===== config.mk =====
export PLATFORM = sky130hd
export DESIGN_NAME = cluster_cmd_arb
export DESIGN_NICKNAME = d
export VERILOG_FILES = /design/src/rtl/pspin_cfg_pkg.sv /design/src/rtl/cluster_cmd_fifo.sv /design/src/rtl/cluster_cmd_arb.sv
export SDC_FILE = /design/constraint.sdc
export NUM_CORES = 1
export LEC_CHECK = 0
export CAP_MARGIN = 15
export CORE_UTILIZATION = 57
export CTS_BUF_LIST = sky130_fd_sc_hd__clkbuf_4 sky130_fd_sc_hd__clkbuf_8
export DETAILED_ROUTE_END_ITERATION = 10
export GPL_ROUTABILITY_DRIVEN = 0
export HOLD_SLACK_MARGIN = 0.05
export PLACE_DENSITY = 0.81
export REMOVE_ABC_BUFFERS = 1
export SYNTH_ARGS = -nofsm -noshare
export SYNTH_HDL_FRONTEND = slang
export SYNTH_SLANG_ARGS = --single-unit

===== constraint.sdc =====
create_clock -name clk_i -period 13.3 [get_ports clk_i]
set_clock_uncertainty 0.2 [all_clocks]
set_input_delay 3.99 -clock clk_i [delete_from_list [all_inputs] [get_ports clk_i]]
set_output_delay 3.99 -clock clk_i [all_outputs]
set_load 0.05 [all_outputs]

===== src/rtl/pspin_cfg_pkg.sv =====
// Shared configuration for the cluster command path: command type,
// source-tag type and default sizing for the command concentrator.
package pspin_cfg_pkg;

  localparam int unsigned CLUSTER_CMD_NUM_CORES       = 8;
  localparam int unsigned CLUSTER_CMD_FIFO_DEPTH      = 2;
  localparam int unsigned CLUSTER_CMD_MAX_OUTSTANDING = 4;
  localparam int unsigned CLUSTER_CMD_CORE_ID_W       = $clog2(CLUSTER_CMD_NUM_CORES);

  // Command issued by an HPU driver towards the uncluster command unit.
  typedef struct packed {
    logic [3:0]  cmd_type;
    logic [27:0] arg;
  } pspin_cmd_t;

  // Core index attached to every command leaving the cluster.
  typedef logic [CLUSTER_CMD_CORE_ID_W-1:0] cmd_src_t;

endpackage


===== src/rtl/cluster_cmd_fifo.sv =====
// Single-clock command FIFO with full/empty flags. Read data is the head
// entry, presented combinationally; a pop consumes it on the next edge.
module cluster_cmd_fifo
  import pspin_cfg_pkg::*;
#(
  parameter int unsigned DEPTH = 2
) (
  input  logic       clk_i,
  input  logic       rst_ni,
  input  logic       push_i,
  input  pspin_cmd_t data_i,
  input  logic       pop_i,
  output pspin_cmd_t data_o,
  output logic       full_o,
  output logic       empty_o
);

  localparam int unsigned PTR_W = (DEPTH > 1) ? $clog2(DEPTH) : 1;
  localparam int unsigned CNT_W = $clog2(DEPTH + 1);

  pspin_cmd_t       mem_q [DEPTH];
  logic [PTR_W-1:0] wr_ptr_q, rd_ptr_q;
  logic [CNT_W-1:0] cnt_q;
  logic             do_push, do_pop;

  function automatic logic [PTR_W-1:0] ptr_inc(input logic [PTR_W-1:0] p);
    return (p == PTR_W'(DEPTH - 1)) ? '0 : p + 1'b1;
  endfunction

  // Flags and head data come from registered state only.
  always_comb begin
    full_o  = (cnt_q == CNT_W'(DEPTH));
    empty_o = (cnt_q == '0);
    data_o  = mem_q[rd_ptr_q];
    do_push = push_i && !full_o;
    do_pop  = pop_i && !empty_o;
  end

  // Storage, pointers and occupancy; push and pop may coincide.
  always_ff @(posedge clk_i or negedge rst_ni) begin
    if (!rst_ni) begin
      for (int i = 0; i < int'(DEPTH); i++) mem_q[i] <= '0;
      wr_ptr_q <= '0;
      rd_ptr_q <= '0;
      cnt_q    <= '0;
    end else begin
      if (do_push) begin
        mem_q[wr_ptr_q] <= data_i;
        wr_ptr_q        <= ptr_inc(wr_ptr_q);
      end
      if (do_pop) rd_ptr_q <= ptr_inc(rd_ptr_q);
      case ({do_push, do_pop})
        2'b10:   cnt_q <= cnt_q + 1'b1;
        2'b01:   cnt_q <= cnt_q - 1'b1;
        default: cnt_q <= cnt_q;
      endcase
    end
  end

endmodule


===== src/rtl/cluster_cmd_arb.sv =====
// Per-cluster command concentrator: one FIFO per core, round-robin
// arbitration, a single-entry output slice tagged with the source core,
// and per-core outstanding-command throttling driven by completions.
//
// Handshake rule on every valid/ready pair here: a transfer happens on a
// rising clk_i edge where valid and ready are both high; once valid is
// raised it stays high with stable payload until that transfer happens.
module cluster_cmd_arb
  import pspin_cfg_pkg::*;
#(
  parameter  int unsigned NUM_CORES       = CLUSTER_CMD_NUM_CORES,
  parameter  int unsigned FIFO_DEPTH      = CLUSTER_CMD_FIFO_DEPTH,
  parameter  int unsigned MAX_OUTSTANDING = CLUSTER_CMD_MAX_OUTSTANDING,
  localparam int unsigned CORE_ID_W       = $clog2(NUM_CORES),
  localparam int unsigned OUT_W           = $clog2(MAX_OUTSTANDING + 1)
) (
  input  logic                                clk_i,
  input  logic                                rst_ni,
  input  logic       [NUM_CORES-1:0]          cmd_valid_i,
  output logic       [NUM_CORES-1:0]          cmd_ready_o,
  input  pspin_cmd_t [NUM_CORES-1:0]          cmd_i,
  output logic                                cmd_valid_o,
  input  logic                                cmd_ready_i,
  output pspin_cmd_t                          cmd_o,
  output logic       [CORE_ID_W-1:0]          cmd_src_o,
  input  logic                                cmd_resp_valid_i,
  input  logic       [CORE_ID_W-1:0]          cmd_resp_core_i,
  output logic       [NUM_CORES-1:0][OUT_W-1:0] outstanding_o,
  output logic                                err_o
);

  logic       [NUM_CORES-1:0] fifo_full, fifo_empty, fifo_pop, eligible;
  pspin_cmd_t                 fifo_data [NUM_CORES];

  logic                           valid_q;
  pspin_cmd_t                     cmd_q;
  logic [CORE_ID_W-1:0]           src_q, rr_ptr_q, rr_ptr_d, winner;
  logic [NUM_CORES-1:0][OUT_W-1:0] out_q, out_d;
  logic                           err_q, err_d;
  logic                           found, load, hs, grant, resp_in_range;
  int                             arb_idx;

  for (genvar g = 0; g < int'(NUM_CORES); g++) begin : g_fifo
    cluster_cmd_fifo #(.DEPTH(FIFO_DEPTH)) u_fifo (
      .clk_i   (clk_i),
      .rst_ni  (rst_ni),
      .push_i  (cmd_valid_i[g]),
      .data_i  (cmd_i[g]),
      .pop_i   (fifo_pop[g]),
      .data_o  (fifo_data[g]),
      .full_o  (fifo_full[g]),
      .empty_o (fifo_empty[g])
    );
  end

  // Ready is pure FIFO space; throttling never blocks buffering.
  assign cmd_ready_o   = ~fifo_full;
  assign cmd_valid_o   = valid_q;
  assign cmd_o         = cmd_q;
  assign cmd_src_o     = src_q;
  assign outstanding_o = out_q;
  assign err_o         = err_q;

  // Eligibility counts the command parked in the slice against its core.
  always_comb begin
    for (int i = 0; i < int'(NUM_CORES); i++) begin
      eligible[i] = !fifo_empty[i] &&
                    ((32'(out_q[i]) + 32'(valid_q && (src_q == CORE_ID_W'(i))))
                     < MAX_OUTSTANDING);
    end
  end

  // Round-robin pick: first eligible core at or after the pointer.
  always_comb begin
    found    = 1'b0;
    winner   = '0;
    arb_idx  = 0;
    for (int k = 0; k < int'(NUM_CORES); k++) begin
      arb_idx = int'(rr_ptr_q) + k;
      if (arb_idx >= int'(NUM_CORES)) arb_idx = arb_idx - int'(NUM_CORES);
      if (!found && eligible[arb_idx]) begin
        found  = 1'b1;
        winner = CORE_ID_W'(arb_idx);
      end
    end
    hs       = valid_q && cmd_ready_i;
    load     = !valid_q || cmd_ready_i;
    grant    = load && found;
    fifo_pop = '0;
    if (grant) fifo_pop[winner] = 1'b1;
    rr_ptr_d = rr_ptr_q;
    if (grant) rr_ptr_d = (winner == CORE_ID_W'(NUM_CORES - 1)) ? '0 : winner + 1'b1;
  end

  // Outstanding bookkeeping; coinciding issue and completion cancel out.
  always_comb begin
    out_d         = out_q;
    err_d         = err_q;
    resp_in_range = (32'(cmd_resp_core_i) < NUM_CORES);
    for (int i = 0; i < int'(NUM_CORES); i++) begin
      if (hs && (src_q == CORE_ID_W'(i)) &&
          !(cmd_resp_valid_i && resp_in_range && (cmd_resp_core_i == CORE_ID_W'(i)))) begin
        out_d[i] = out_q[i] + 1'b1;
      end else if (!(hs && (src_q == CORE_ID_W'(i))) &&
                   cmd_resp_valid_i && resp_in_range &&
                   (cmd_resp_core_i == CORE_ID_W'(i))) begin
        if (out_q[i] == '0) err_d = 1'b1;
        else                out_d[i] = out_q[i] - 1'b1;
      end
    end
    if (cmd_resp_valid_i && !resp_in_range) err_d = 1'b1;
  end

  // Output slice, arbitration pointer, counters and sticky error.
  always_ff @(posedge clk_i or negedge rst_ni) begin
    if (!rst_ni) begin
      valid_q  <= 1'b0;
      cmd_q    <= '0;
      src_q    <= '0;
      rr_ptr_q <= '0;
      out_q    <= '0;
      err_q    <= 1'b0;
    end else begin
      if (load) begin
        valid_q <= grant;
        if (grant) begin
          cmd_q <= fifo_data[winner];
          src_q <= winner;
        end
      end
      rr_ptr_q <= rr_ptr_d;
      out_q    <= out_d;
      err_q    <= err_d;
    end
  end

endmodule


After elaboration in Yosys (flattened, before gate mapping)
Index checks and enable logic that the tools add are counted.
{ "word_totals": {"regBits": 608, "in_bits": 271, "out_inout_bits": 69, "elab_cells": 607} }
{ "classes": {"n_addsub": 72, "order_cmp": 51, "n_eq_ne": 47, "n_mux": 175, "bitwise": 18, "n_reduce_logical": 174} }
{ "ops": {"columns": ["op", "n"], "rows": [
  ["$mux W32", 42],
  ["$bwmux W64", 8],
  ["$demux W32 S1", 8],
  ["$lt A32 B5 Y1 const B", 8],
  ["$mux W3", 33],
  ["$bmux W32 S3", 1],
  ["$logic_and A1 B1 Y1", 90],
  ["$mux W1", 65],
  ["$logic_not A1 Y1", 40],
  ["$sub A4 B4 Y5 const B", 7],
  ["$add A3 B1 Y4", 8],
  ["$eq A2 B2 Y1 const B", 16],
  ["$ge A2 B2 Y1 const B", 16],
  ["$ge A4 B4 Y1 const B", 8],
  ["$lt A4 B3 Y1 const B", 8],
  ["$not A1 Y2", 16],
  ["$pmux W2 S2", 8],
  ["$reduce_bool A2 Y1", 16],
  ["$logic_not A3 Y1", 10],
  ["$add A3 B1 Y3 const B", 9],
  ["$eq A3 B3 Y1 const B", 9],
  ["$bmux W1 S3", 8],
  ["$sub A3 B1 Y3 const B", 8],
  ["$reduce_and A2 Y1", 9],
  ["other kinds (21)", 86]
]} }

Depth between registers and ports, before layout
Gate-level depths: netlist (run 1).
{ "depth": {"depth_word": 38, "depth_mapped": 19, "ltp_nobuf": 16} }

By module
Synthesis (run 1) repeated with hierarchy kept, for this count alone.
{ "hier_totals": {"cells_unflattened": 2187, "hier_area_um2": 30471.7} }
{ "modules_own_cells": {"columns": ["mod", "instances", "cells_each", "area_per_inst_um2", "seq_area_each_um2"], "rows": [
  ["cluster_cmd_fifo", 8, 189, 3000.4, 1701.6],
  ["cluster_cmd_arb", 1, 675, 6468.7, 1601.5]
]} }

Worst setup path before layout (run 1)
Ideal clock, no wire load.
{ "synth_timing": {"path_type": "input to register", "from": "input port cmd_ready_i", "to": "register g_fifo[5].u_fifo.cnt_q[1]", "setup_time_ps": 79, "arrival_time_ps": 5471, "required_time_ps": 13021, "path_slack_ps": 7550, "cell_stages": 7, "n_path_buf": 0, "path_cell_list": "inv_1 a21oi_1 nand2_1 nor3_2 ha_1 nor2_1 xor2_1"} }
{ "synth_between": {"elab_chain_len": 6, "word_cells_on_any_way": 8, "cone_classes": "eq/ne: 2; mux: 2; reduce/logical: 4"} }
{ "synth_rtl": {"columns": ["item", "line", "text"], "rows": [
  ["start, declared", "cluster_cmd_arb.sv:23", "input logic cmd_ready_i,"],
  ["$logic_or A1 B1 Y1 *", "cluster_cmd_arb.sv:87", "load = !valid_q || cmd_ready_i;"],
  ["$logic_and A1 B1 Y1 *", "cluster_cmd_arb.sv:88", "grant = load && found;"],
  ["$mux W8 *", "cluster_cmd_arb.sv:90", "if (grant) fifo_pop[winner] = 1'b1;"],
  ["$logic_and A1 B1 Y1 *", "cluster_cmd_fifo.sv:36", "do_pop = pop_i && !empty_o;"],
  ["named net g_fifo[5].u_fifo.do_pop", "cluster_cmd_fifo.sv:24", "logic do_push, do_pop;"],
  ["$eq A2 B1 Y1 or $eq A2 B2 Y1 (tied branches)", "cluster_cmd_fifo.sv:52", "case ({do_push, do_pop})"],
  ["$pmux W2 S2 or $reduce_bool A2 Y1 (tied branches)", null, null],
  ["end signal, assigned", "cluster_cmd_fifo.sv:53", "2'b10: cnt_q <= cnt_q + 1'b1;"],
  ["end signal, assigned", "cluster_cmd_fifo.sv:54", "2'b01: cnt_q <= cnt_q - 1'b1;"],
  ["end signal, assigned", "cluster_cmd_fifo.sv:55", "default: cnt_q <= cnt_q;"],
  ["end, declared", "cluster_cmd_fifo.sv:23", "logic [CNT_W-1:0] cnt_q;"]
]} }
Mark *: on every way through the listed nets, which the timed path passes. The rest lies on a longest branch.
A chain may end at the register's enable or synchronous reset.

Final worst setup path (run 1)
{ "layout_timing": {"from": "register rr_ptr_q[0]", "to": "register cmd_q (netlist bit cmd_o[31])"} }
{ "layout_between": {"elab_chain_len": 31, "word_cells_on_any_way": 91, "cone_classes": "add/sub: 15; order compare: 8; mux: 51; bitwise: 1; reduce/logical: 16"} }
{ "layout_rtl": {"columns": ["item", "line", "text"], "rows": [
  ["start, declared", "cluster_cmd_arb.sv:37", "logic [CORE_ID_W-1:0] src_q, rr_ptr_q, rr_ptr_d, winner;"],
  ["start signal, assigned", "cluster_cmd_arb.sv:131", "rr_ptr_q <= rr_ptr_d;"],
  ["parallel branches: the longest is 31 deep, another holds $sub A4 B4 Y5", null, null],
  ["end signal, assigned", "cluster_cmd_arb.sv:127", "cmd_q <= fifo_data[winner];"],
  ["end, declared", "cluster_cmd_arb.sv:36", "pspin_cmd_t cmd_q;"]
]} }
Parallel ways; which one is timed is not known. The select of a mux whose other input is x is not followed.

==> run metrics, run 1 <==
setup_tns 0 ns; Die W 231 um; PostCTS Resize Cnt 0; Max-slew headroom 18.7%; FF+latch count, synth 608; core outline area 51500 um^2; # clock sinks 608; effective utilization at floorplan 57.9%; Hold Crit Class register to register; CTS root buf clkbuf_8; fin crit share 52.6%; top area cells in the synthesized netlist dfrtp_1 (51%), mux2_2 (22%), mux2i_1 (7.7%); Crit Path Max Fanout 77; leading area contributor after synthesis dfrtp_1; post-layout instance count excluding filler cells 3393; cell family with most CP delay buffers and inverters; crit path DAT 7.34 ns; predominant post-synthesis flop cell dfrtp_1; min Tclk post-route 6.99 ns; multi-input combinational cell area 14000 um^2; filler instances 3627; syn avg cell area 13.0 um^2; cts-stage hold buffer count 0; Critical-path top delay cell dfrtp_1; largest net degree at the start of global routing 187; post-CTS setup buffer count 0; routed len/inst 24.4 um; busiest grt layer met2; Mapped Cells 2300; Worst Path Buf+Inv 4; Syn-to-layout area delta 20.8%; routing usage on met3 7.92%; status finished, final reports clean; crit-path cells inv_2 > ha_1 > xnor2_1 > mux4_2 > mux2i_4 > o21ai_0 > a221oi_4 > buf_4 > or2_4 > buf_4 > buf_4 > a21oi_1 > a22oi_1 > a311oi_2; Detailed Route Iter0 Violations 1707; vias in the first global route 21.8k; clock buffer count from CTS 100; worst skew pair latency 0.71 ns; clock-pin slew on the worst setup and hold paths 0.06 ns; DRC 0; Tot GR Track Use 31.4%; worst-margin pin slew 1.22 ns; final hold vios 0; Synth async-reset ratio 100%; first-pass GRT wire length 127 mm; Peak Freq 0.143 GHz; Final ANT Viol Nets 0; Placed Cells 3197; critical path launch point type register; Reg area 15200 um^2; level count of the clock H-tree 3; final WL 82.8 mm; Initial DRT Pass Iterations 6; CTS tree built; Setup Viol. Count Final 0; GRT overflow 0; met1 Use GR 40.9%; fin. max-slew vios 0; post-synthesis sequential area ratio 51.0%; IO Count 340; final hold slack 0.266 ns; met2 usage 50.7%; MaxCap Viol Count 0; Netlist Area Pre-Place 29800 um^2; Slowest Stage Delay on Critical Path 0.87 ns; clk buf depth 3; Nets 2911; chip height 231 um; row count 83; YS warnings 0; distinct cell type count after synthesis 73; Via density 6.08; Post-synth EDFFs 0; Vias 20.6k; hpwl dp 54.4 mm; post-synth top area share 51.0%; Top cell by count, worst path buf_4; unrepaired setup endpoints after global routing no; # port buffers 339; Worst Path Required 13.65 ns; share of post-route cells with drive strength above 1 33.7%; initial antenna violation count 24; die area 53200 um^2; Worst Setup End Kind register; Final Util 69.9%; Setup CP Type register to register
## final timing paths
check	from	end	slack, ns	depth (start not counted)
worst max-delay path	rr_ptr_q[0]	cmd_o[31]	6.31	14
worst min-delay path	g_fifo[0].u_fifo.rd_ptr_q	g_fifo[0].u_fifo.rd_ptr_q	0.27	1
worst max register to register	rr_ptr_q[0]	cmd_o[31]	6.31	14
worst min register to register	g_fifo[0].u_fifo.rd_ptr_q	g_fifo[0].u_fifo.rd_ptr_q	0.27	1
max in group asynchronous	rst_ni	g_fifo[6].u_fifo.mem_q[33]	7.45	3
min in group asynchronous	rst_ni	g_fifo[0].u_fifo.mem_q[30]	3.15	1
## worst reg2reg max path, stage by stage (launching register included)
cell and delay [ns]:
dfrtp_1 0.87, inv_2 0.38, ha_1 0.40, xnor2_1 0.52, mux4_2 0.45, mux2i_4 0.20, o21ai_0 0.19, a221oi_4 0.31
buf_4 0.62, or2_4 0.27, buf_4 0.83, buf_4 0.79, a21oi_1 0.12, a22oi_1 0.53, a311oi_2 0.17
## layer usage
layer,up-vias,routed length (um)
met2,773,40000
met5,-,124
li1,9047,-
met4,20,2350
met3,172,6540
met1,10613,33700
## kinds of logic after synthesis
| family | Yosys count | synth area share (%) |
|---|---|---|
| fa+ha+maj | 20 | 1.04 |
| compound gates | 348 | 8.83 |
| flops | 608 | 51.0 |
| mux | 829 | 30.9 |
| buf+inv | 162 | 2.29 |
| simple gates | 281 | 4.33 |
| xor+xnor | 52 | 1.53 |
## stage by stage
step / cell area [um^2] / setup slack (ns)
after global routing: 36000 / 6.03
after floorplan: 29200 / 5.34
after CTS: 35900 / 6.45
final: 36000 / 6.31
after detailed placement: 33800 / 5.94
after global placement: 33800 / 6.11
## cells in the final DEF (no fill, tap or decap), types with 18 or more instances in the layout
master           synthesis  routed
diode_2                  0      18
o21ai_0                 82      81
o211ai_1                49      49
o211ai_2                46      46
dfrtp_1                608     600
xor2_1                  18      18
a21oi_1                 43      43
buf_4                    2      22
clkbuf_8                 0     125
mux2_2                 585     585
clkbuf_4                 0      38
a22oi_1                 33      33
a21o_1                  34      34
xnor2_1                 34      34
nor2_1                  72      64
mux2i_1                228     228
nand2_1                125     124
clkdlybuf4s50_1          0     338
## state kept, by name, summed over array words and instances, names as in the netlist
signal                  flops
g_fifo.u_fifo.cnt_q        16
err_o                       1
g_fifo.u_fifo.rd_ptr_q      8
g_fifo.u_fifo.mem_q       512
outstanding_o              24
cmd_src_o                   3
cmd_valid_o                 1
cmd_o                      32
rr_ptr_q                    3
g_fifo.u_fifo.wr_ptr_q      8
## area by class of cell
class                      instances  area share (%)
sequential                       608            42.3
tap                              680            2.36
multi-input combinational       1530            39.0
timing repair buffer             364            10.1
clock buffer                     163            5.57
antenna                           18           0.125
clock inverter                    14           0.424
inverter                          16           0.170
## synthesized netlist by cell type, drive strengths merged, types with 2 or more instances
cell type  count
o21ba          2
nor4bb         2
a21oi         49
mux4          14
o32ai          2
nor2b          3
clkbuf       105
a31oi          3
dfrtp        608
a311oi         3
a211o          2
fa             8
xor2          18
o22a           2
o21a           4
and2           7
nor3          18
o21bai         5
nand4b         2
o21ai         82
clkinv         2
a211oi         8
xnor2         34
or2            2
inv           14
and3           8
o221ai         2
buf           41
mux2i        230
mux2         585
nand2        126
a22oi         33
o211ai        95
nor4           3
o31ai         10
and4           2
nand2b        14
ha            12
nand3         17
a21o          34
nor2          72
Power of run 1 is left out: the tool's default activity adds up to more than one toggle a clock period on the data nets, which glitch-free logic cannot reach.
==> inputs of run 2 (changes only) <==
==> constraint.sdc (replaced) <==
create_clock -name clk_i -period 7.05 [get_ports clk_i]
set_clock_uncertainty 0.2 [all_clocks]
set_input_delay 2.115 -clock clk_i [delete_from_list [all_inputs] [get_ports clk_i]]
set_output_delay 2.115 -clock clk_i [all_outputs]
set_load 0.05 [all_outputs]
==> run 2 against run 1 <==
Wire length increased by 1.4%. Global-route usage increased by 0.47 points. First-iteration DRC count fell by 15%. Flip-flop and latch count unchanged. Critical path depth fell by 1. Largest cell class unchanged.
==> run metrics, run 2 (synthesis gave the netlist of run 1 again) <==
status finished, final reports clean; most common cell after layout, fill and taps aside dfrtp_1; Peak Freq 0.177 GHz (+24%); # port buffers 339 (unchanged); CTS tree built; Biggest register g_fifo.u_fifo.mem_q; row count 83 (unchanged); # clock sinks 608 (unchanged); DRC 0 (unchanged); effective utilization at floorplan 57.9% (unchanged); Setup Viol. Count Final 0 (unchanged); Hold Crit Class register to register; Initial DRT Pass Iterations 6 (unchanged); hpwl dp 55.2 mm (+1.4%); Setup CP Type register to register; fin. max-slew vios 0 (unchanged); Worst Setup End Kind register; MaxCap Viol Count 0 (unchanged); level count of the clock H-tree 3 (unchanged); PostCTS Resize Cnt 0 (unchanged); Detailed Route Iter0 Violations 1453 (-15%); cts-stage hold buffer count 0 (unchanged); final hold slack 0.280 ns (+0.0141 ns); clock buffer count from CTS 101 (+1.0%); Tot GR Track Use 31.8% (+0.47 points); clk buf depth 3 (unchanged); Final ANT Viol Nets 0 (unchanged); fin crit share 80.3% (+28 points); GRT overflow 0 (unchanged); Worst Path Required 7.48 ns (-6.17 ns); Crit Path Max Fanout 61 (-21%); clock-pin slew on the worst setup and hold paths 0.06 ns (about the same); final WL 83.9 mm (+1.4%); unrepaired setup endpoints after global routing no; min Tclk post-route 5.66 ns (-1.34 ns); final hold vios 0 (unchanged); first-pass GRT wire length 128 mm (+0.74%); commonest non-fill, non-tap cells in the layout dfrtp_1 (600), mux2_2 (585), clkdlybuf4s50_1 (338), mux2i_1 (228), clkbuf_8 (133); crit path DAT 6.09 ns (-1.25 ns); vias in the first global route 21.7k (-0.074%); post-CTS setup buffer count 0 (unchanged); Max-slew headroom 18.3% (-0.41 points); routed len/inst 24.7 um (+1.4%); Vias 20.7k (+0.55%); chip height 231 um (unchanged); largest net degree at the start of global routing 173 (-7.5%); Final Util 70.1% (+0.17 points); Syn-to-layout area delta 21.1%; worst skew pair latency 0.71 ns (about the same); Die W 231 um (unchanged); Via density 6.11 (+0.49%); initial antenna violation count 23 (-4.2%); IO Count 340 (unchanged); hold path depth 2 (+1); die area 53200 um^2 (unchanged); R2R cell count 13 (-1); share of post-route cells with drive strength above 1 33.8% (+0.098 points); core outline area 51500 um^2 (unchanged); critical path launch point type register; max FFs per register 512 (unchanged); worst-margin pin slew 1.22 ns (+0.00608 ns); CTS root buf clkbuf_8; Nets 2914 (+0.10%); R2R setup slack 1.39 ns (-4.91 ns)
-- run 2: cell types whose count changed in the layout (fill, tap and decap cells not counted) --
cell and change:
buf_12 +4, buf_4 -2, bufinv_16 -1, clkbuf_4 -11, clkbuf_8 +8, clkinv_2 +6
clkinv_8 -1, diode_2 -2, inv_6 -1, inv_8 +2
-- run 2: per-layer routing --
layer	wire length [um]	up-vias	track usage [%]
li1	-	9051	-
met1	34600	10634	42.0
met2	39900	805	50.5
met3	6120	233	7.50
met4	3190	16	13.6
met5	111	-	0
-- run 2: layout make-up --
type                            count  area, um^2
Timing Repair Buffer              366        3700
Tap cell                          680         851
Sequential cell                   608       15200
Fill cell                        3653       15400
Clock buffer                      160        2030
Inverter                           16        61.3
Multi-Input combinational cell   1530       14000
Clock inverter                     19         150
Antenna cell                       16        40.0
-- run 2: stage by stage --
stage	instances	worst slack [ns]	setup TNS [ns]	area [um^2]
3_3_place_gp	3198	1.74	0	33800
3_5_place_dp	3198	1.58	0	33800
6_report	3395	1.39	0	36100
2_1_floorplan	2154	-0.906	-28.41	29200
4_1_cts	3377	1.48	0	36000
5_1_grt	3393	1.11	0	36100
-- run 2: path summary, 6_finish.rpt --
path,startpoint,endpoint
min,err_o,err_o
max in group asynchronous,rst_ni,g_fifo[7].u_fifo.mem_q[38]
min reg2reg,err_o,err_o
min in group asynchronous,rst_ni,g_fifo[0].u_fifo.mem_q[29]
max,rr_ptr_q[0],g_fifo[0].u_fifo.cnt_q[1]
max reg2reg,rr_ptr_q[0],g_fifo[0].u_fifo.cnt_q[1]
-- run 2: worst max-delay path, stage by stage (launching register included) --
cell and delay (ns):
dfrtp_1 0.83, inv_2 0.37, ha_1 0.40, xnor2_1 0.47, mux4_2 0.43, mux2i_4 0.19, o21ai_0 0.19, a221oi_4 0.34
or2_4 0.76, inv_2 0.21, nor4_2 0.52, ha_1 0.35, nor2_1 0.14, xor2_1 0.16
Power of run 2 is left out for the same reason.
